File: src/rtl/key_debounce_pkg.sv
// Shared types and default constants for the push-button conditioner.
// Defaults assume a 50 MHz clock (CLOCK_50).
// cnt_width() gives the counter width needed to hold a given terminal count.
package key_debounce_pkg;

  // Debounce FSM states
  typedef enum logic [1:0] {
    IDLE         = 2'd0,
    PRESS_WAIT   = 2'd1,
    PRESSED      = 2'd2,
    RELEASE_WAIT = 2'd3
  } state_e;

  // Default cycle counts at 50 MHz
  localparam int unsigned DEF_DEBOUNCE_CYCLES = 500_000;     // 10 ms
  localparam int unsigned DEF_LONG_CYCLES     = 50_000_000;  // 1 s
  localparam int unsigned DEF_REPEAT_CYCLES   = 10_000_000;  // 200 ms
  localparam int unsigned DEF_CNT_W           = 26;

  // Bits needed to represent values 0..max_count inclusive
  function automatic int unsigned cnt_width(input int unsigned max_count);
    return $clog2(max_count + 1);
  endfunction

endpackage

File: src/rtl/key_debounce_if.sv
// Bundle of the raw key input and the conditioned key events.
// master: button/consumer side (drives key, observes events).
// slave : conditioner side (reads key, drives events).
interface key_debounce_if;
  logic key;          // raw button, active-low, asynchronous
  logic key_press;    // 1-cycle pulse on debounced press (and auto-repeat)
  logic key_release;  // 1-cycle pulse on debounced release
  logic key_held;     // debounced level, 1 while pressed
  logic key_long;     // 1-cycle pulse once per press after long hold

  modport master (
    output key,
    input  key_press, key_release, key_held, key_long
  );

  modport slave (
    input  key,
    output key_press, key_release, key_held, key_long
  );
endinterface

File: src/rtl/key_debounce_sync_2ff.sv
// Purpose: two-flop synchroniser for one asynchronous level input.
// Latency: 2 clk edges from input sample to q.
// Backpressure: none (free-running level path).
// Ports: clk, reset_n (async active-low), d (async in), q (synchronised out).
module sync_2ff #(
  parameter bit RESET_VAL = 1'b1
) (
  input  logic clk,
  input  logic reset_n,
  input  logic d,
  output logic q
);

  logic s1_q, s1_d;
  logic s2_q, s2_d;

  always_comb begin
    s1_d = d;
    s2_d = s1_q;
  end

  always_ff @(posedge clk or negedge reset_n) begin
    if (!reset_n) begin
      s1_q <= RESET_VAL;
      s2_q <= RESET_VAL;
    end else begin
      s1_q <= s1_d;
      s2_q <= s2_d;
    end
  end

  assign q = s2_q;

endmodule

File: src/rtl/key_debounce.sv
// Purpose: turns one raw active-low push-button into press/release/long pulses and a held level.
// Latency: key stable low from edge E0 -> key_press and key_held at edge E0+2+DEBOUNCE_CYCLES; release symmetric.
// Backpressure: none; pulses are single-cycle and are not held off by the consumer.
// Ports: clk, reset_n (async active-low), bus (key_debounce_if.slave: key in; key_press,
//   key_release, key_held, key_long out).
// Optional feature macro: KEY_REPEAT_EN (auto-repeat key_press every REPEAT_CYCLES after key_long).
module key_debounce
  import key_debounce_pkg::*;
#(
  parameter int unsigned DEBOUNCE_CYCLES = DEF_DEBOUNCE_CYCLES,
  parameter int unsigned LONG_CYCLES     = DEF_LONG_CYCLES,
  parameter int unsigned REPEAT_CYCLES   = DEF_REPEAT_CYCLES,
  parameter int unsigned CNT_W           = DEF_CNT_W
) (
  input  logic           clk,
  input  logic           reset_n,
  key_debounce_if.slave  bus
);

  localparam logic [CNT_W-1:0] DEB_LAST  = CNT_W'(DEBOUNCE_CYCLES - 1);
  localparam logic [CNT_W-1:0] LONG_LAST = CNT_W'(LONG_CYCLES - 1);
  // Counter parks here once key_long has fired, so it cannot fire again.
  localparam logic [CNT_W-1:0] LONG_TERM = CNT_W'(LONG_CYCLES);
`ifdef KEY_REPEAT_EN
  // After key_long the counter runs LONG_TERM..REP_LAST, one repeat period per lap.
  localparam logic [CNT_W-1:0] REP_LAST  = CNT_W'(LONG_CYCLES + REPEAT_CYCLES - 1);
`else
  logic unused_repeat;
  assign unused_repeat = |REPEAT_CYCLES;
`endif

  logic ks;  // synchronised key level, 0 = pressed

  sync_2ff #(.RESET_VAL(1'b1)) u_sync (
    .clk     (clk),
    .reset_n (reset_n),
    .d       (bus.key),
    .q       (ks)
  );

  state_e           state_q, state_d;
  logic [CNT_W-1:0] cnt_q, cnt_d;
  logic             press_q, press_d;
  logic             release_q, release_d;
  logic             long_q, long_d;
  logic             held_q, held_d;

  always_ff @(posedge clk or negedge reset_n) begin
    if (!reset_n) begin
      state_q   <= IDLE;
      cnt_q     <= '0;
      press_q   <= 1'b0;
      release_q <= 1'b0;
      long_q    <= 1'b0;
      held_q    <= 1'b0;
    end else begin
      state_q   <= state_d;
      cnt_q     <= cnt_d;
      press_q   <= press_d;
      release_q <= release_d;
      long_q    <= long_d;
      held_q    <= held_d;
    end
  end

  always_comb begin
    state_d   = state_q;
    cnt_d     = cnt_q;
    press_d   = 1'b0;
    release_d = 1'b0;
    long_d    = 1'b0;

    unique case (state_q)
      IDLE: begin
        cnt_d = '0;
        if (!ks) state_d = PRESS_WAIT;
      end

      PRESS_WAIT: begin
        if (ks) begin
          state_d = IDLE;
          cnt_d   = '0;
        end else if (cnt_q == DEB_LAST) begin
          state_d = PRESSED;
          cnt_d   = '0;
          press_d = 1'b1;
        end else begin
          cnt_d = cnt_q + CNT_W'(1);
        end
      end

      PRESSED: begin
        if (ks) begin
          state_d = RELEASE_WAIT;
          cnt_d   = '0;
        end else if (cnt_q == LONG_LAST) begin
          long_d = 1'b1;
          cnt_d  = LONG_TERM;
`ifdef KEY_REPEAT_EN
        end else if (cnt_q == REP_LAST) begin
          press_d = 1'b1;
          cnt_d   = LONG_TERM;
        end else begin
          cnt_d = cnt_q + CNT_W'(1);
        end
`else
        end else if (cnt_q != LONG_TERM) begin
          cnt_d = cnt_q + CNT_W'(1);
        end
`endif
      end

      RELEASE_WAIT: begin
        if (!ks) begin
          // Bounce back to pressed: long-hold timing starts over.
          state_d = PRESSED;
          cnt_d   = '0;
        end else if (cnt_q == DEB_LAST) begin
          state_d   = IDLE;
          cnt_d     = '0;
          release_d = 1'b1;
        end else begin
          cnt_d = cnt_q + CNT_W'(1);
        end
      end

      default: begin
        state_d = IDLE;
        cnt_d   = '0;
      end
    endcase

    // Level follows the next state so it changes on the same edge as its pulse.
    held_d = (state_d == PRESSED) || (state_d == RELEASE_WAIT);
  end

  assign bus.key_press   = press_q;
  assign bus.key_release = release_q;
  assign bus.key_long    = long_q;
  assign bus.key_held    = held_q;

endmodule

File: src/flat_wrapper.sv
// flat-port wrapper written by rule: the top's interface ports become plain ports
module key_debounce_flat import key_debounce_pkg::*;
#(
  parameter int unsigned DEBOUNCE_CYCLES = DEF_DEBOUNCE_CYCLES,
  parameter int unsigned LONG_CYCLES     = DEF_LONG_CYCLES,
  parameter int unsigned REPEAT_CYCLES   = DEF_REPEAT_CYCLES,
  parameter int unsigned CNT_W           = DEF_CNT_W
)
  (clk, reset_n, bus_key, bus_key_press, bus_key_release, bus_key_held, bus_key_long);
  key_debounce_if bus_i ();
  input  logic clk;
  input  logic reset_n;
  input wire logic [$bits(bus_i.key)-1:0] bus_key;
  output wire logic [$bits(bus_i.key_press)-1:0] bus_key_press;
  output wire logic [$bits(bus_i.key_release)-1:0] bus_key_release;
  output wire logic [$bits(bus_i.key_held)-1:0] bus_key_held;
  output wire logic [$bits(bus_i.key_long)-1:0] bus_key_long;
  assign bus_i.key = bus_key;
  assign bus_key_press = bus_i.key_press;
  assign bus_key_release = bus_i.key_release;
  assign bus_key_held = bus_i.key_held;
  assign bus_key_long = bus_i.key_long;
  key_debounce #(.DEBOUNCE_CYCLES(DEBOUNCE_CYCLES), .LONG_CYCLES(LONG_CYCLES), .REPEAT_CYCLES(REPEAT_CYCLES), .CNT_W(CNT_W)) u_core (.clk(clk), .reset_n(reset_n), .bus(bus_i));
endmodule
File: config.mk
export PLATFORM = sky130hd
export DESIGN_NAME = key_debounce_flat
export DESIGN_NICKNAME = d
export VERILOG_FILES = /design/src/rtl/key_debounce_pkg.sv /design/src/rtl/key_debounce_if.sv /design/src/rtl/key_debounce_sync_2ff.sv /design/src/rtl/key_debounce.sv /design/src/flat_wrapper.sv
export SDC_FILE = /design/constraint.sdc
export NUM_CORES = 1
export LEC_CHECK = 0
export ABC_CLOCK_PERIOD_IN_PS = 2400
export BUFFER_PORTS_ARGS = -buffer_cell sky130_fd_sc_hd__buf_4
export CORE_MARGIN = 4
export CORE_UTILIZATION = 55
export DETAILED_ROUTE_END_ITERATION = 10
export MAX_ROUTING_LAYER = met4
export PLACE_DENSITY_LB_ADDON = 0.12
export SKIP_LAST_GASP = 1
export SYNTH_ARGS = -nofsm -noshare
export SYNTH_HDL_FRONTEND = slang
export SYNTH_HIERARCHICAL = 1
export SYNTH_SLANG_ARGS = --single-unit
export TNS_END_PERCENT = 1
File: constraint.sdc
create_clock -name clk -period 2.4 [get_ports clk]
set_clock_uncertainty 0.05 [all_clocks]
set_input_delay 0.12 -clock clk [delete_from_list [all_inputs] [get_ports clk]]
set_output_delay 0.12 -clock clk [all_outputs]
set_load 0.05 [all_outputs]
Word-level counts from Yosys, hierarchy flattened
Index checks and enable logic that the tools add are counted.
{"block": "classes", "n_addsub": 1, "mul": 0, "div_mod_pow": 0, "n_lt_le_gt_ge": 0, "eq_ne": 9, "n_shift": 0, "mux": 22, "n_bitwise": 0, "reduce_logical": 2}
{"operator": "$mux W26", "count": 6}
{"operator": "$pmux W26 S4", "count": 1}
{"operator": "$add A26 B1 Y26 const B", "count": 1}
{"operator": "$eq A26 B19 Y1 const B", "count": 1}
{"operator": "$eq A26 B26 Y1 const B", "count": 1}
{"operator": "$ne A26 B26 Y1 const B", "count": 1}
{"operator": "$mux W2", "count": 6}
{"operator": "$eq A2 B2 Y1 const B", "count": 4}
{"operator": "$mux W1", "count": 8}
{"operator": "$pmux W2 S4", "count": 1}
{"operator": "$ne A4 B2 Y1 const B", "count": 1}
{"operator": "$eq A2 B1 Y1 const B", "count": 1}
{"operator": "$logic_not A2 Y1", "count": 1}
{"operator": "$logic_or A1 B1 Y1", "count": 1}
{"block": "totals", "reg_bits": 34, "latch_bits": 0, "ramBits": 0, "romBits": 0, "inputBits": 3, "output_inout_bits": 4, "wordCells": 42, "mem_count": 0}

Longest topological paths before layout
Gate-level depths: netlist (run 1).
{"block": "depth", "depth_word": 6, "depth_mapped": 7, "ltp_nobuf": 7}

Cells and area by module
The synthesis (run 1) kept the hierarchy.
{"mod": "key_debounce", "instances": 1, "cells_each": 169, "area_per_inst_um2": 1687.9, "seq_area_each_um2": 800.8}
{"mod": "sync_2ff", "instances": 1, "cells_each": 2, "area_per_inst_um2": 52.6, "seq_area_each_um2": 52.6}

Worst setup path before layout (run 1)
No wires, ideal clock.
{"block": "synth_timing", "path_kind": "register to register", "start": "register u_core.cnt_q[9]", "end": "register u_core.cnt_q[5]", "setup_time_ns": 0.119, "arrival_time_ns": 1.915, "required_time_ns": 2.231, "path_slack_ns": 0.316, "stages_incl_launch_ff": 7, "n_path_buf": 1, "period_less_slack_ns": 2.084, "cell_sequence": "dfrtp_1 -> or4_4 -> nor4_2 -> nand4_1 -> a211oi_2 -> buf_6 -> nor2_2"}
{"block": "synth_via", "elab_chain_len": 4, "elab_cells_between_ends": 10, "classes_between": "eq/ne (4); mux (6)"}
{"element": "from (decl)", "line_no": "key_debounce.sv:42", "rtl": "logic [CNT_W-1:0] cnt_q, cnt_d;"}
{"element": "from (signal assigned)", "line_no": "key_debounce.sv:58", "rtl": "cnt_q <= cnt_d;"}
{"element": "$eq A26 B19 Y1 or $eq A26 B26 Y1 (tied branches)", "line_no": "key_debounce.sv:83, key_debounce.sv:118, key_debounce.sv:96"}
{"element": "$mux W26 (on tied branches)", "line_no": "key_debounce.sv:83, key_debounce.sv:118, key_debounce.sv:96"}
{"element": "$mux W26 (on tied branches)", "line_no": "key_debounce.sv:114, key_debounce.sv:80, key_debounce.sv:93"}
{"element": "$pmux W26 S4", "line_no": "key_debounce.sv:73", "rtl": "unique case (state_q)"}
Parallel ways exist; a longest one is shown, timed or not.
A chain may end at the register's enable or synchronous reset.

Final worst setup path (run 1)
{"block": "layout_timing", "start": "register u_core.cnt_q[9]", "end": "register u_core.cnt_q[0]"}
Same word-level chain as after synthesis.

==> impl_results.md, run 1 <==
- Final #Nets: 193
- Final WL: 3180 um
- Critical Path End Type: register
- Slew headroom: 0.713
- CTS resizes: 0
- Drc violations: 0
- Fraction of registers with async set/reset: 1.00
- Synthesis-to-layout area growth: 12.6%
- Top FF cell, synth: dfrtp_1
- Delay-heaviest family, CP: simple AND/OR/NAND/NOR gates
- Largest cells by area after synthesis: dfrtp_1, xor2_1, nand3_1, nor2_2, xnor2_1
- # port buffers: 6
- Met1 wire length: 1560 um
- Clock buffer depth: 2
- Status: complete, no violations
- Critical Path Max Stage Delay: 0.55 ns
- Clk_lat worst skew: 0.33 ns
- Measured slew at the worst slew-check pin: 0.429 ns
- Initial DRC count: 66
- Initial core utilization: 0.575
- Crit path required time: 2.57 ns
- Min-Delay Path Class: input pin to asynchronous set/reset pin
- Leading area contributor after synthesis: dfrtp_1
- P per Cell Area: 513 mW/mm^2
- First-pass GRT wire length: 5670 um
- CP bufs+invs: 1
- Final setup fails: 0
- RSZ-0062 raised after global routing: false
- Wire per inst: 13.6 um
- Max Fclk: 454 MHz
- Highest-delay cell along the critical path: or4_4
- Register area share after synthesis: 0.490
- GRT Util Overall: 0.183
- ANT cells: 0
- Post-synthesis area per instance: 10.2 sq um
- Final HPWL from detailed placement: 2300 um
- Post-layout min period: 2.20 ns
- Initial antenna violation count: 0
- Worst vdd ir: 0.000330 V
- Netlist cell types: 37
- Final Hold Violating Endpoints: 0
- Pre-CTS setup slack: 0.203 ns
- Die Wd: 64.3 um
- Final worst slack: 0.198 ns
- Vias: 1271
- Post-synthesis instance total: 171
- Post-route setup TNS: 0 ns
- Critical path launch point type: register
- Fraction of layout cells with a size suffix above 1: 0.222
- Vias in the first global route: 1224
- Critical path type: register to register
- Met2 wire len: 1450 um
- Leak: 0.829 nW
- Mapped Area: 0.00174 sq mm
- CTS tree: yes
- Crit Path Max Fanout: 13
- EDFF count, synth: 0
- Chip height: 64.3 um
- CTS sink cnt: 34
- H-tree Lvls: 2
- Share of the synthesized area in the top cell type: 0.460
- Global route overflow: 0
- Core Box Area: 0.00303 sq mm
- Antenna violation net count after detailed routing: 0
- MaxCap Viol Count: 0
- Final-report max-slew violation count: 0
- Syn nets: 176
- Max layer used: met4
- Length of routed met3 wiring: 114 um
- Clock buffer count from CTS: 5
- Clock Tree Root: clkbuf_4
- Largest net degree at the start of global routing: 35
- Core Rows: 20
- Final period util: 0.918
- Vias per inst: 5.45
- Synth warn: 6
- Clock transition at path regs: 0.10 ns
- Crit path DAT: 2.38 ns
- Die area: 0.00413 sq mm
- Detailed-router iteration count before antenna repair: 4
- Num ports: 7
- Placer Congestion: 0.869
- Worst-path cell chain: or4_4 > nor4_2 > nand4_1 > a211oi_2 > buf_4 > o21ai_1
- Yosys reg bits: 34
[registers in the layout, summed over array words and instances (netlist names)]
signal and cells:
u_core/bus.key_held 1, u_core/bus.key_long 1, u_core/bus.key_press 1, u_core/bus.key_release 1, u_core/cnt_q 26, u_core/state_q 2, u_core/u_sync/q 1, u_core/u_sync/s1_q 1
[layout by cell type, fill, tap and decap left out, types with 3 or more instances in the layout]
| cell type | instances |
|---|---|
| nand2_1 | 14 |
| nand3_1 | 13 |
| inv_1 | 5 |
| nor2_2 | 10 |
| a21oi_1 | 6 |
| xor2_1 | 15 |
| xnor2_1 | 7 |
| nor2_1 | 14 |
| buf_4 | 12 |
| dfrtp_1 | 32 |
| nand4_1 | 4 |
| and3_1 | 5 |
| and4_1 | 3 |
| or3_1 | 3 |
| o21ai_0 | 5 |
| clkbuf_4 | 5 |
| nor4b_1 | 4 |
| clkbuf_8 | 3 |
[cell usage after synthesis, drive strengths merged, types with 2 or more instances]
cell,count
a21oi,6
and2,2
and3,5
and4,4
buf,3
dfrtp,32
dfstp,2
ha,2
inv,5
nand2,14
nand3,13
nand4,4
nor2,24
nor3,4
nor3b,2
nor4,2
nor4b,6
o21ai,6
or2,2
or3,3
xnor2,7
xor2,15
[power by group]
group / leakage (nW) / internal [W] / total, W / switching [W]
clock network: 0.0446 / 0.000200 / 0.000382 / 0.000182
logic: 0.319 / 0.0000145 / 0.0000392 / 0.0000246
registers: 0.465 / 0.000578 / 0.000584 / 0.00000641
[repair_timing]
item,4_1_cts,5_1_grt
hold buffers,2,0
endpoints found under the hold margin,35,0
buffers inserted,0,0
[stage by stage]
step	instance area (sq um)	util	power [W]	instances	hold slack [ns]
floorplan	1740	-	0.000613	171	-0.226
global placement	1860	0.614	0.000632	223	0.0296
detailed placement	1860	0.614	0.000633	223	0.0386
CTS	1960	0.647	0.00102	233	0.214
global route	1960	0.647	0.00106	233	0.248
finish	1960	0.647	0.00101	233	0.215
[per-layer routing]
layer  vias to the layer above  track usage
li1                        627            -
met1                       621        0.241
met2                        16        0.267
met3                         7       0.0545
met4                         0       0.0686
met5                         -            -
[cells by family after synthesis]
| family | Yosys count | share of synthesized area |
|---|---|---|
| AND/OR/NAND/NOR | 88 | 0.303 |
| flip-flops | 34 | 0.490 |
| XOR/XNOR | 22 | 0.111 |
| AO/OA/AOI/OAI | 16 | 0.0561 |
| buffers and inverters | 9 | 0.0252 |
| adder cells (fa/ha/maj) | 2 | 0.0144 |
[worst register-to-register path, delay by kind of cell, from the launching register on]
family	cells	cell delay, ns
compound gates	2	0.36
buf+inv	1	0.26
flops	1	0.43
simple gates	3	1.00
[layout make-up]
| class | count | area (sq um) |
|---|---|---|
| flip-flops and latches | 34 | 853 |
| repair buffers | 14 | 110 |
| clock buffers | 8 | 78.8 |
| multi-input cells | 128 | 843 |
| fillers | 246 | 1070 |
| well taps | 44 | 55.1 |
| inverters | 5 | 18.8 |
[path summary, 6_finish.rpt]
kind / start / endpoint / slack (ns) / depth (start not counted)
hold reg to reg: u_core/u_sync/s1_q$_DFF_PN1_ / u_core/u_sync/q$_DFF_PN1_ / 0.32 / 0
max in group asynchronous: reset_n / u_core/u_sync/s1_q$_DFF_PN1_ / 1.76 / 2
setup / recovery: u_core/cnt_q[9]$_DFFE_PN0P_ / u_core/cnt_q[0]$_DFFE_PN0P_ / 0.20 / 6
min in group clk: u_core/u_sync/s1_q$_DFF_PN1_ / u_core/u_sync/q$_DFF_PN1_ / 0.32 / 0
setup reg to reg: u_core/cnt_q[9]$_DFFE_PN0P_ / u_core/cnt_q[0]$_DFFE_PN0P_ / 0.20 / 6
hold / removal: reset_n / u_core/bus.key_held$_DFF_PN0_ / 0.21 / 2
Note: power is estimated with default switching activity, not from simulation.
==> run 2: changes to the inputs <==
--- a/config.mk
+++ b/config.mk
@@ -7,8 +7,10 @@
 export LEC_CHECK = 0
 export ABC_CLOCK_PERIOD_IN_PS = 2400
 export BUFFER_PORTS_ARGS = -buffer_cell sky130_fd_sc_hd__buf_4
+export CELL_PAD_IN_SITES_DETAIL_PLACEMENT = 1
+export CELL_PAD_IN_SITES_GLOBAL_PLACEMENT = 1
 export CORE_MARGIN = 4
-export CORE_UTILIZATION = 55
+export CORE_UTILIZATION = 48
 export DETAILED_ROUTE_END_ITERATION = 10
 export MAX_ROUTING_LAYER = met4
 export PLACE_DENSITY_LB_ADDON = 0.12
==> run 2 against run 1 <==
Net effect:
- sequential share of layout area up 0.62 points
- design area decreased by 1.4%
- largest power group unchanged
- routed wire length is 20% higher
- cell count grew 0.86%
- via count grew 2.4%
- critical path type unchanged
- largest cell class unchanged
- global-route usage up 2.0 points
- die area is 13% higher
- register-to-register slack barely moved
- highest routed layer unchanged
- first-iteration DRC count up 11%
- count of clock-buffer cells in the layout unchanged
==> impl_results.md, run 2 (synthesis gave the netlist of run 1 again) <==
- Status: complete, no violations
- Initial core utilization: 0.510 (-0.0653)
- Internal: 0.000709 W (-11%)
- Clock transition at path regs: 0.11 ns (about the same)
- Chip height: 68.2 um (+6.2%)
- Comb power frac: 0.042 (+0.003)
- MaxCap Viol Count: 0 (unchanged)
- Postcts setup bufs: 0 (unchanged)
- Share of power burned in registers: 0.633 (+0.052)
- Switching power share of the total: 0.233 (+0.0214)
- CTS sink cnt: 34 (unchanged)
- Leak: 0.812 nW (-2.1%)
- Final Hold Violating Endpoints: 0 (unchanged)
- Core Rows: 21 (+5.0%)
- FF-to-FF path depth: 6 (unchanged)
- Antenna violation net count after detailed routing: 0 (unchanged)
- Final Core Density: 0.566 (-0.0815)
- Post-layout min period: 2.21 ns (+0.0104 ns)
- Critical path launch point type: register
- Placer Congestion: 0.808 (-7.0%)
- Clk pwr share: 0.325 (-0.055)
- FF-to-FF setup slack: 0.19 ns (about the same)
- Wire per inst: 16.2 um (+19%)
- Worst-path cell chain: or4_4 > nor4_2 > nand4_1 > a211oi_2 > buf_4 > o21ai_1
- Critical path type: register to register
- Largest net degree at the start of global routing: 35 (unchanged)
- Clock buffer count from CTS: 5 (unchanged)
- Crit path required time: 2.57 ns (about the same)
- Hold_ws: 0.211 ns (-0.00356 ns)
- Final-report max-slew violation count: 0 (unchanged)
- Most frequent cells in the layout: dfrtp_1, xor2_1, nand2_1, nor2_1, nand3_1
- Measured slew at the worst slew-check pin: 0.410 ns (-0.0192 ns)
- Critical Path Max Stage Delay: 0.55 ns (about the same)
- Top flop regs: u_core/cnt_q (26), u_core/state_q (2)
- Tot Pwr: 0.000924 W (-8.1%)
- Die Wd: 68.2 um (+6.2%)
- Fraction of layout cells with a size suffix above 1: 0.206 (-0.0159)
- Detailed-router iteration count before antenna repair: 4 (unchanged)
- Max FFs per register: 26 (unchanged)
- Worst Setup SP: u_core/cnt_q[9]$_DFFE_PN0P_
- RSZ-0062 raised after global routing: false
- CTS tree: yes
- Final WL: 3800 um (+20%)
- Min-Delay Path Class: input pin to asynchronous set/reset pin
- GRT Util Overall: 0.203 (+0.0197)
- Clock buffer depth: 2 (unchanged)
- Global route overflow: 0 (unchanged)
- Core Box Area: 0.00342 sq mm (+13%)
- Clk_lat worst skew: 0.34 ns (about the same)
- Die area: 0.00465 sq mm (+13%)
- Worst flop-to-flop path startpoint: u_core/cnt_q[9]$_DFFE_PN0P_
- Vias per inst: 5.54 (+1.5%)
- Crit Reg-Reg Endpoint: u_core/cnt_q[0]$_DFFE_PN0P_
- Final HPWL from detailed placement: 2750 um (+20%)
- Switch Pwr: 0.000215 W (+1.1%)
- Final period util: 0.922 (+0.00435)
- Post-route setup TNS: 0 ns (unchanged)
- Initial antenna violation count: 0 (unchanged)
- Crit path DAT: 2.38 ns (about the same)
- Worst vdd ir: 0.000268 V (-19%)
- Num ports: 7 (unchanged)
- Crit Path Max Fanout: 13 (unchanged)
- Max Fclk: 452 MHz (-0.47%)
- Commonest non-fill, non-tap cell in the layout: dfrtp_1
- Final setup fails: 0 (unchanged)
- Highest-delay cell along the critical path: or4_4
- Clock Tree Root: clkbuf_4
- Drc violations: 0 (unchanged)
- # port buffers: 6 (unchanged)
- P per Cell Area: 478 mW/mm^2 (-6.8%)
- Slew headroom: 0.723 (+0.00959)
- Final #Nets: 193 (unchanged)
- H-tree Lvls: 2 (unchanged)
- Vias in the first global route: 1389 (+13%)
- Synthesis-to-layout area growth: 11.0%
- Top reg by flops: u_core/cnt_q
- ANT cells: 0 (unchanged)
- Critical Path End Type: register
- First-pass GRT wire length: 6630 um (+17%)
- Initial DRC count: 73 (+11%)
- Vias: 1301 (+2.4%)
==> run 2: cell type report <==
type | count | area, sq um
Clock buffer | 8 | 48.8
Fill cell | 401 | 1480
Inverter | 5 | 18.8
Multi-Input combinational cell | 128 | 843
Sequential cell | 34 | 853
Tap cell | 46 | 57.6
Timing Repair Buffer | 14 | 110
==> run 2: critical path, delay by kind of cell (launching register included) <==
kind / cells / cell delay (ns)
AND/OR/NAND/NOR: 3 / 0.99
flip-flops: 1 / 0.44
buffers and inverters: 1 / 0.26
AO/OA/AOI/OAI: 2 / 0.35
==> run 2: what timing repair did <==
item	CTS	global route
hold buffers	2	0
endpoints found under the hold margin	35	0
resized for setup	0	0
setup endpoints to repair	0	0
==> run 2: worst max path at each step <==
stage | endpoint | depth (start not counted)
finish | u_core/cnt_q[0]$_DFFE_PN0P_ | 6
global route | u_core/cnt_q[21]$_DFFE_PN0P_ | 8
CTS | u_core/cnt_q[0]$_DFFE_PN0P_ | 6
detailed placement | u_core/cnt_q[0]$_DFFE_PN0P_ | 6
global placement | u_core/cnt_q[1]$_DFFE_PN0P_ | 6
floorplan | u_core/cnt_q[5]$_DFFE_PN0P_ | 6
==> run 2: stage by stage <==
stage,instances,setup WS (ns),area (sq um)
2_1_floorplan,171,0.316,1740
3_3_place_gp,225,0.255,1860
3_5_place_dp,225,0.205,1860
4_1_cts,235,0.179,1930
5_1_grt,235,0.0158,1930
6_report,235,0.188,1930
==> run 2: per-layer routing <==
metal | share of wire | GRT usage | up-vias
met2 | 0.48 | 0.313 | 24
met3 | 0.035 | 0.0493 | 10
met4 | 0.023 | 0.0943 | 0
met5 | 0 | - | -
met1 | 0.46 | 0.249 | 637
li1 | - | - | 630
==> run 2: power by group through the flow <==
stage | Clock [W] | Sequential (W) | Combinational [W]
3_5_place_dp | 0 | 0.000596 | 0.0000373
2_1_floorplan | 0 | 0.000593 | 0.0000208
4_1_cts | 0.000309 | 0.000585 | 0.0000402
3_3_place_gp | 0 | 0.000595 | 0.0000359
6_report | 0.000300 | 0.000585 | 0.0000391
5_1_grt | 0.000334 | 0.000586 | 0.0000452
